<file path="config.mk">
export PLATFORM = sky130hd
export DESIGN_NAME = tlm_batch_player
export DESIGN_NICKNAME = d
export VERILOG_FILES = /design/src/rtl/tlm_batch_player.sv
export SDC_FILE = /design/constraint.sdc
export NUM_CORES = 1
export LEC_CHECK = 0
export BUFFER_PORTS_ARGS = -buffer_cell sky130_fd_sc_hd__buf_2
export CORE_ASPECT_RATIO = 1.1
export CORE_MARGIN = 2
export CORE_UTILIZATION = 56
export DETAILED_ROUTE_END_ITERATION = 8
export PLACE_DENSITY = 0.76
export SLEW_MARGIN = 25
export SYNTH_ARGS = -nofsm -noshare
export SYNTH_HDL_FRONTEND = slang
export SYNTH_SLANG_ARGS = --single-unit
</file>
<file path="constraint.sdc">
create_clock -name clk_i -period 2.7 [get_ports clk_i]
set_clock_uncertainty 0.15 [all_clocks]
set_input_delay 0.405 -clock clk_i [delete_from_list [all_inputs] [get_ports clk_i]]
set_output_delay 0.405 -clock clk_i [all_outputs]
set_load 0.01 [all_outputs]
</file>
<file path="src/rtl/tlm_batch_player.sv">
// Batch buffer: loads beats while idle, then plays the stored batch out on a valid/ready stream.
// Optional macro PLAYER_LOOP_EN adds rep_i, which replays the batch rep_i+1 times per start.
module tlm_batch_player #(
    parameter int NUM        = 50,
    parameter int ITEM_WIDTH = 8,
    parameter int CH         = 2
) (
    input  logic                     clk_i,
    input  logic                     reset_i,
    input  logic                     load_valid_i,
    input  logic [CH*ITEM_WIDTH-1:0] load_data_i,
    output logic                     load_ready_o,
    input  logic                     start_i,
`ifdef PLAYER_LOOP_EN
    input  logic [7:0]               rep_i,
`endif
    output logic                     m_valid_o,
    output logic [CH*ITEM_WIDTH-1:0] m_data_o,
    input  logic                     m_ready_i,
    output logic                     busy_o,
    output logic                     done_o,
    output logic [$clog2(NUM+1)-1:0] level_o
);

    localparam int CNT_W = $clog2(NUM + 1);
    localparam int AW    = $clog2(NUM);
    localparam int DW    = CH * ITEM_WIDTH;

    typedef enum logic [1:0] {
        IDLE = 2'd0,
        PLAY = 2'd1,
        DONE = 2'd2
    } state_t;

    state_t           state_q, state_d;
    logic [CNT_W-1:0] level_q, level_d;
    logic [CNT_W-1:0] rd_idx_q, rd_idx_d;
    logic             m_valid_q, m_valid_d;
    logic [DW-1:0]    m_data_q, m_data_d;
`ifdef PLAYER_LOOP_EN
    logic [7:0]       rep_q, rep_d;
`endif

    // Storage is deliberately left unreset; only level_q decides what is valid.
    logic [DW-1:0]    mem_q [NUM];

    logic             load_fire;
    logic             xfer;
    logic             last_beat;
    logic [CNT_W-1:0] rd_nxt;

    assign load_ready_o = (state_q == IDLE) && (level_q < CNT_W'(NUM));
    assign load_fire    = load_valid_i && load_ready_o;
    assign xfer         = m_valid_q && m_ready_i;
    assign last_beat    = (rd_idx_q == (level_q - 1'b1));
    assign rd_nxt       = rd_idx_q + 1'b1;

    always_ff @(posedge clk_i) begin
        if (load_fire) begin
            mem_q[level_q[AW-1:0]] <= load_data_i;
        end
    end

    always_comb begin
        state_d   = state_q;
        level_d   = level_q;
        rd_idx_d  = rd_idx_q;
        m_valid_d = m_valid_q;
        m_data_d  = m_data_q;
`ifdef PLAYER_LOOP_EN
        rep_d     = rep_q;
`endif
        case (state_q)
            IDLE: begin
                if (load_fire) begin
                    level_d = level_q + 1'b1;
                end
                // A load landing in the same cycle writes entry level_q (>0), so entry 0 is safe to read.
                if (start_i && (level_q != '0)) begin
                    state_d   = PLAY;
                    m_valid_d = 1'b1;
                    m_data_d  = mem_q[0];
                    rd_idx_d  = '0;
`ifdef PLAYER_LOOP_EN
                    rep_d     = rep_i;
`endif
                end
            end
            PLAY: begin
                if (xfer) begin
                    if (!last_beat) begin
                        rd_idx_d = rd_nxt;
                        m_data_d = mem_q[rd_nxt[AW-1:0]];
                    end
`ifdef PLAYER_LOOP_EN
                    else if (rep_q != 8'd0) begin
                        rep_d    = rep_q - 8'd1;
                        rd_idx_d = '0;
                        m_data_d = mem_q[0];
                    end
`endif
                    else begin
                        state_d   = DONE;
                        m_valid_d = 1'b0;
                        level_d   = '0;
                        rd_idx_d  = '0;
                    end
                end
            end
            DONE: begin
                state_d  = IDLE;
                level_d  = '0;
                rd_idx_d = '0;
            end
            default: begin
                state_d = IDLE;
            end
        endcase
    end

    always_ff @(posedge clk_i or posedge reset_i) begin
        if (reset_i) begin
            state_q   <= IDLE;
            level_q   <= '0;
            rd_idx_q  <= '0;
            m_valid_q <= 1'b0;
            m_data_q  <= '0;
`ifdef PLAYER_LOOP_EN
            rep_q     <= 8'd0;
`endif
        end else begin
            state_q   <= state_d;
            level_q   <= level_d;
            rd_idx_q  <= rd_idx_d;
            m_valid_q <= m_valid_d;
            m_data_q  <= m_data_d;
`ifdef PLAYER_LOOP_EN
            rep_q     <= rep_d;
`endif
        end
    end

    assign m_valid_o = m_valid_q;
    assign m_data_o  = m_data_q;
    assign busy_o    = (state_q == PLAY);
    assign done_o    = (state_q == DONE);
    assign level_o   = level_q;

endmodule

</file>
==> results_dict.tcl, run 1 <==
set metrics [dict create \
    dp_worst_setup_slack_ps -409 \
    cp.arrival_ps 3190 \
    period_share_pct 105 \
    leakagePower_nw 12.9 \
    fin_hold_ws_ps 82.5 \
    setup-tns-final_ps -886 \
    ys_warn_count 0 \
    grt.met1_usage_pct 38.6 \
    synth.cell_area_mm2 0.0328 \
    cts_made_buffers 78 \
    area.sequential_mm2 0.0248 \
    most_heavily_used_metal_layer_in_global_routing "met2" \
    clkSinkCount 831 \
    via_count 18300 \
    n_fill_cell 3413 \
    distinct_cell_type_count_of_the_synthesized_netlist 58 \
    viasPerCell 6.69 \
    report.final.setup_viol 13 \
    cp_cell_sequence "ha_4 > buf_4 > and3_1 > a32o_2 > a31o_4 > buf_4 > a311oi_4 > a31oi_1" \
    max-clock-path-buffers 3 \
    timing_worst_setup_path_type "reg -> reg" \
    maximum_number_of_pins_on_one_net_before_global_route_repair 53 \
    ctsHtreeMaxLevel 3 \
    min_path_type "in -> reg" \
    cp.required_ps 3040 \
    die_height_um 258 \
    sw_frac_of_total_pct 31.8 \
    synthToLayoutAreaGrowth_pct 20.8 \
    max_clock_freq_mhz 352 \
    antenna_found_initial 3 \
    yosys_register_bits 831 \
    initial_core_util_pct 56.3 \
    tritoncts_clock_tree "done" \
    die-width_um 235 \
    crit_path_max_incr_delay_ps 530 \
    detailedRoute.firstPassIterationCount 5 \
    final-hold-violation-count 0 \
    power-per-cell-area_mw_per_mm2 1020 \
    yosysSeqAreaShare_pct 75.5 \
    dp_hpwl_mm 49.9 \
    outcome "finished, violations left" \
    io-pin-count 47 \
    power_switching_w 0.0129 \
    dpl-instance-area_mm2 0.0359 \
    final_wl_mm 88.5 \
    cell_family_with_the_largest_share_of_critical_path_delay "compound AO/OA/AOI/OAI gates" \
    drive_gt1_share_pct 35.0 \
    final_net_count 1934 \
    synth_ff_type "sky130_fd_sc_hd__edfxtp_1" \
    met2_usage_pct 44.3 \
    cell_row_count 93 \
    mappedNetlistNets 1696 \
    utilization_pct 68.0 \
    yosysTopAreaCellShare_pct 73.1 \
    synth_enable_flop_cells 800 \
    min_period_ps 2840 \
    layout_common_cells "sky130_fd_sc_hd__edfxtp_1, sky130_fd_sc_hd__mux4_2, sky130_fd_sc_hd__nand2_1" \
    use_met3_pct 5.68 \
    clk_transition_reported_paths_ps 70 \
    placeableCoreArea_mm2 0.0583 \
    drt_iter0_markers 2575 \
    clockPowerShare_pct 26.9 \
    post_synth_main_area_contributors "sky130_fd_sc_hd__edfxtp_1, sky130_fd_sc_hd__mux4_2, sky130_fd_sc_hd__dfrtp_1" \
    critical-path-top-cell-by-count "sky130_fd_sc_hd__buf_4" \
    critPathCaptureType "register" \
    multi_input_comb_area_mm2 0.00825 \
    timing.max_slew.rel_slack_pct 27.8 \
    avgSynthCellArea_um2 19.7 \
    setup_repair_after_global_routing_missed_its_margin "true" \
    sequentialPowerShare_pct 36.6 \
    synthCells 1669 \
    most_frequent_standard_cell_in_the_layout_excluding_fill_and_tap_cells "sky130_fd_sc_hd__edfxtp_1" \
    globalRoute.totalOverflow 0 \
    worst_pin_slew_ps 1080 \
    drt-wirelength-per-cell_um 32.5 \
    violated_checks "setup timing" \
    peakVddDrop_uv 709 \
    clk_root_buffer_cell "sky130_fd_sc_hd__clkbuf_16" \
    maxCapViolCount 0 \
    grt_use_total_pct 28.0 \
    critical_path.slowest_cell "sky130_fd_sc_hd__dfrtp_4" \
    antenna_left 0 \
    cellInternalPower_w 0.0276 \
    postSynth.asyncResetShare_pct 3.73 \
    grt_pass1_vias 17800 \
    finalWeightedCongestion 0.922 \
    timing.critical_path.from_type "register" \
    worstSkewPairLatency_ps 640 \
    grt_first_pass_wirelength_mm 122 \
    synth_area_leader_cell "sky130_fd_sc_hd__edfxtp_1" \
    final_cell_area_mm2 0.0397 \
    final_setup_slack_of_the_worst_path_ps -142 \
    port_buffers 46 \
    combinationalPowerShare_pct 36.6 \
    buffers_inverters_on_critical_path 2 \
    dieArea_mm2 0.0606 \
    critPathMaxFanout 7 \
    drc_violation_count_after_routing 0 \
    timing_max_transition_violations_final 0 \
]
final timing paths:
kind | depth (start not counted) | slack (ps) | end | from
max | 8 | -140 | m_data_o[14]$_DFFE_PP0P_ | rd_idx_q[0]$_DFFE_PP0P_
min in group asynchronous | 3 | 380 | level_o[2]$_DFFE_PP0P_ | reset_i
min reg2reg | 2 | 390 | rd_idx_q[5]$_DFFE_PP0P_ | rd_idx_q[5]$_DFFE_PP0P_
max in group asynchronous | 4 | 1230 | m_data_o[0]$_DFFE_PP0P_ | reset_i
min | 1 | 80 | mem_q[11][6]$_DFFE_PP_ | load_data_i[6]
max reg2reg | 8 | -140 | m_data_o[14]$_DFFE_PP0P_ | rd_idx_q[0]$_DFFE_PP0P_
cells by family after synthesis:
group	after synthesis	synth area share (%)
DFF	831	75.5
and+or+nand+nor	335	4.60
muxes	243	14.7
AOI/OAI and AO/OA	133	3.04
buffers and inverters	112	1.60
xor gates and xnor gates	9	0.297
adders and majority gates	6	0.229
through the flow:
stage               power (W)  std cells
finish                 0.0405       2728
global route           0.0416       2727
CTS                    0.0385       2690
detailed placement     0.0272       2544
global placement       0.0270       2544
floorplan              0.0224       1669
area by class of cell:
type	instances	area share, %
flip-flops and latches	831	62.5
repair buffers	257	7.78
well taps	760	2.40
clock inverters	36	0.975
inverters	11	0.104
multi-input cells	728	20.8
diodes	2	0.0126
clock buffers	103	5.39
synthesized netlist by cell type, types with 2 or more instances:
library cell               count
sky130_fd_sc_hd__ha_1          6
sky130_fd_sc_hd__mux2i_1      50
sky130_fd_sc_hd__o21ai_0       6
sky130_fd_sc_hd__a21o_1        3
sky130_fd_sc_hd__edfxtp_1    800
sky130_fd_sc_hd__nor2b_1       2
sky130_fd_sc_hd__or3_1         5
sky130_fd_sc_hd__buf_2        40
sky130_fd_sc_hd__a31oi_1      37
sky130_fd_sc_hd__nand2_1     155
sky130_fd_sc_hd__buf_4         7
sky130_fd_sc_hd__nand3_1      44
sky130_fd_sc_hd__a21oi_1       6
sky130_fd_sc_hd__xnor2_1       4
sky130_fd_sc_hd__and3_1        3
sky130_fd_sc_hd__clkbuf_1     33
sky130_fd_sc_hd__o22ai_1      19
sky130_fd_sc_hd__a32o_1        2
sky130_fd_sc_hd__inv_1        11
sky130_fd_sc_hd__a221oi_1     16
sky130_fd_sc_hd__xor2_1        4
sky130_fd_sc_hd__a31o_2        2
sky130_fd_sc_hd__dfrtp_1      31
sky130_fd_sc_hd__or2_2        16
sky130_fd_sc_hd__a311oi_1     17
sky130_fd_sc_hd__buf_6         4
sky130_fd_sc_hd__buf_1        17
sky130_fd_sc_hd__nand3b_1      2
sky130_fd_sc_hd__nand2b_1      3
sky130_fd_sc_hd__a22o_1        4
sky130_fd_sc_hd__o31a_1        2
sky130_fd_sc_hd__a211oi_1      2
sky130_fd_sc_hd__mux4_2      192
sky130_fd_sc_hd__o21a_1        2
sky130_fd_sc_hd__nor2_1       63
sky130_fd_sc_hd__o31ai_1       3
sky130_fd_sc_hd__nand4_1      18
sky130_fd_sc_hd__and2_1       18
flip-flops by register name, indices dropped and copies added, names as in the netlist:
register / flops
rd_idx_q: 6
state_q: 2
m_valid_o: 1
level_o: 6
m_data_o: 16
mem_q: 800
timing repair:
item / in CTS / in global routing
pin swaps: 10 / 31
gates resized for setup: 35 / 88
gates cloned: 3 / 13
setup endpoints to repair: 31 / 445
hold buffers: 1 / 0
endpoints found under the hold margin: 21 / 0
buffers inserted: 3 / 24
routing by layer:
metal,up-vias,routed length (um)
met3,182,10200
met5,-,13
li1,7314,-
met1,9462,31700
met4,2,3470
met2,1295,43100
power by group through the flow:
| stage | Combinational [W] | Sequential, W | Clock [W] |
|---|---|---|---|
| floorplan | 0.00740 | 0.0150 | 0 |
| global placement | 0.0120 | 0.0150 | 0 |
| detailed placement | 0.0122 | 0.0150 | 0 |
| CTS | 0.0128 | 0.0148 | 0.0109 |
| global route | 0.0153 | 0.0148 | 0.0114 |
| finish | 0.0148 | 0.0148 | 0.0109 |
(Power assumes the default switching activity.)
==> inputs of run 2 (changes only) <==
--- a/config.mk
+++ b/config.mk
@@ -8,9 +8,9 @@
 export BUFFER_PORTS_ARGS = -buffer_cell sky130_fd_sc_hd__buf_2
 export CORE_ASPECT_RATIO = 1.1
 export CORE_MARGIN = 2
-export CORE_UTILIZATION = 56
+export CORE_UTILIZATION = 60
 export DETAILED_ROUTE_END_ITERATION = 8
-export PLACE_DENSITY = 0.76
+export PLACE_DENSITY = 0.77
 export SLEW_MARGIN = 25
 export SYNTH_ARGS = -nofsm -noshare
 export SYNTH_HDL_FRONTEND = slang
==> constraint.sdc (replaced) <==
create_clock -name clk_i -period 2.8 [get_ports clk_i]
set_clock_uncertainty 0.15 [all_clocks]
set_input_delay 0.42 -clock clk_i [delete_from_list [all_inputs] [get_ports clk_i]]
set_output_delay 0.42 -clock clk_i [all_outputs]
set_load 0.01 [all_outputs]
==> results_dict.tcl, run 2 (synthesized netlist as in run 1, its figures left out) <==
set metrics [dict create \
    outcome "finished, violations left" \
    violated_checks "setup timing" \
    period_share_pct 101 \
    drive_gt1_share_pct 31.7 \
    cellInternalPower_w 0.0260 \
    power_w 0.0379 \
    layout_common_cells "sky130_fd_sc_hd__edfxtp_1, sky130_fd_sc_hd__mux4_2, sky130_fd_sc_hd__nand2_1" \
    buffers_inverters_on_critical_path 3 \
    n_fill_cell 3046 \
    final_setup_slack_of_the_worst_path_ps -37.8 \
    final_wl_mm 85.7 \
    cp.required_ps 3190 \
    grt_use_total_pct 30.5 \
    timing.critical_path.from_type "register" \
    multi_input_comb_area_mm2 0.00784 \
    final_net_count 1923 \
    drt-wirelength-per-cell_um 31.9 \
    grt_pass1_vias 17900 \
    die_height_um 249 \
    sw_frac_of_total_pct 31.5 \
    antenna_cells 0 \
    r2r_setup_slack_ps -40 \
    drt_iter0_markers 2553 \
    setup-tns-final_ps -60.5 \
    max_clock_freq_mhz 352 \
    critical-path-top-cell-by-count "sky130_fd_sc_hd__buf_4" \
    synthToLayoutAreaGrowth_pct 18.2 \
    clkSinkCount 831 \
    tritoncts_clock_tree "done" \
    cell_row_count 89 \
    critPathMaxFanout 13 \
    initial_core_util_pct 60.9 \
    min_period_ps 2840 \
    finalWeightedCongestion 0.925 \
    grt_first_pass_wirelength_mm 123 \
    dp_hpwl_mm 50.0 \
    cp.arrival_ps 3230 \
    crit_path_max_incr_delay_ps 500 \
    peakVddDrop_uv 575 \
    area.sequential_mm2 0.0248 \
    setup_repair_after_global_routing_missed_its_margin "true" \
    power_switching_w 0.0119 \
    cell_family_with_the_largest_share_of_critical_path_delay "compound AO/OA/AOI/OAI gates" \
    max-clock-path-buffers 3 \
    io-pin-count 47 \
    drc_violation_count_after_routing 0 \
    antenna_left 0 \
    clk_transition_reported_paths_ps 60 \
    final-hold-violation-count 0 \
    via_count 18000 \
    timing_worst_setup_path_type "reg -> reg" \
    placeableCoreArea_mm2 0.0539 \
    leakagePower_nw 12.7 \
    timing_max_transition_violations_final 0 \
    power-per-cell-area_mw_per_mm2 976 \
    utilization_pct 72.0 \
    die-width_um 227 \
    critPathCaptureType "register" \
    maxCapViolCount 0 \
    antenna_found_initial 0 \
    viasPerCell 6.71 \
    sequentialPowerShare_pct 37.8 \
    detailedRoute.firstPassIterationCount 8 \
    min_path_type "in -> reg" \
    clk_root_buffer_cell "sky130_fd_sc_hd__clkbuf_16" \
    combinationalPowerShare_pct 34.2 \
    timing.max_slew.rel_slack_pct 25.8 \
    fin_hold_ws_ps 56.2 \
    cts_made_buffers 79 \
    worstSkewPairLatency_ps 630 \
    report.final.setup_viol 3 \
    most_frequent_standard_cell_in_the_layout_excluding_fill_and_tap_cells "sky130_fd_sc_hd__edfxtp_1" \
    ctsHtreeMaxLevel 3 \
    port_buffers 46 \
    maximum_number_of_pins_on_one_net_before_global_route_repair 51 \
    dieArea_mm2 0.0566 \
    clockPowerShare_pct 28.0 \
    globalRoute.totalOverflow 0 \
    critical_path.slowest_cell "sky130_fd_sc_hd__dfrtp_4" \
    worst_pin_slew_ps 1110 \
    cp_cell_sequence "ha_4 > buf_4 > and3_1 > a32o_1 > a31o_4 > buf_4 > buf_4 > nand3_1 > nand4_1 > a31oi_1" \
    largest_register_ff_count 800 \
]
[run 2: layout make-up]
cell class,instances,share of cell area (%)
flip-flops and latches,831,63.9
multi-input cells,726,20.2
repair buffers,247,6.93
clock buffers,104,5.60
well taps,728,2.35
clock inverters,43,0.954
inverters,11,0.106
[run 2: per-stage QoR]
stage / setup slack, ps / area (um^2) / instances
global placement: -178 / 35700 / 2525
CTS: -17.3 / 38500 / 2678
global route: -75.9 / 38800 / 2690
detailed placement: -207 / 35700 / 2525
floorplan: -229 / 32900 / 1669
finish: -37.8 / 38800 / 2690
[run 2: final timing paths]
check	startpoint	to	cells past startpoint
hold reg to reg	m_valid_o$_DFFE_PP0P_	m_valid_o$_DFFE_PP0P_	1
setup reg to reg	rd_idx_q[0]$_DFFE_PP0P_	m_data_o[7]$_DFFE_PP0P_	10
hold / removal	load_data_i[3]	mem_q[25][3]$_DFFE_PP_	1
setup / recovery	rd_idx_q[0]$_DFFE_PP0P_	m_data_o[7]$_DFFE_PP0P_	10
max in group asynchronous	reset_i	rd_idx_q[0]$_DFFE_PP0P_	3
min in group asynchronous	reset_i	level_o[1]$_DFFE_PP0P_	3
[run 2: what timing repair did]
item,4_1_cts,5_1_grt
buffers inserted,4,9
hold buffers,1,0
hold endpoints to repair,18,0
cloned,1,4
gates resized for setup,21,34
pin swaps,3,15
setup endpoints to repair,158,223
[run 2: power by group through the flow]
| stage | sequential, W | combinational, W | clock [W] |
|---|---|---|---|
| 6_report | 0.0143 | 0.0130 | 0.0106 |
| 2_1_floorplan | 0.0144 | 0.00711 | 0 |
| 3_5_place_dp | 0.0146 | 0.0116 | 0 |
| 5_1_grt | 0.0143 | 0.0135 | 0.0112 |
| 3_3_place_gp | 0.0145 | 0.0115 | 0 |
| 4_1_cts | 0.0143 | 0.0121 | 0.0107 |
[run 2: routing by layer]
metal	up-vias	GRT usage (%)	wire (um)
li1	7289	-	-
met1	9285	43.4	31000
met2	1248	46.8	41300
met3	216	5.58	9450
met4	0	13.8	4020
met5	-	0	0
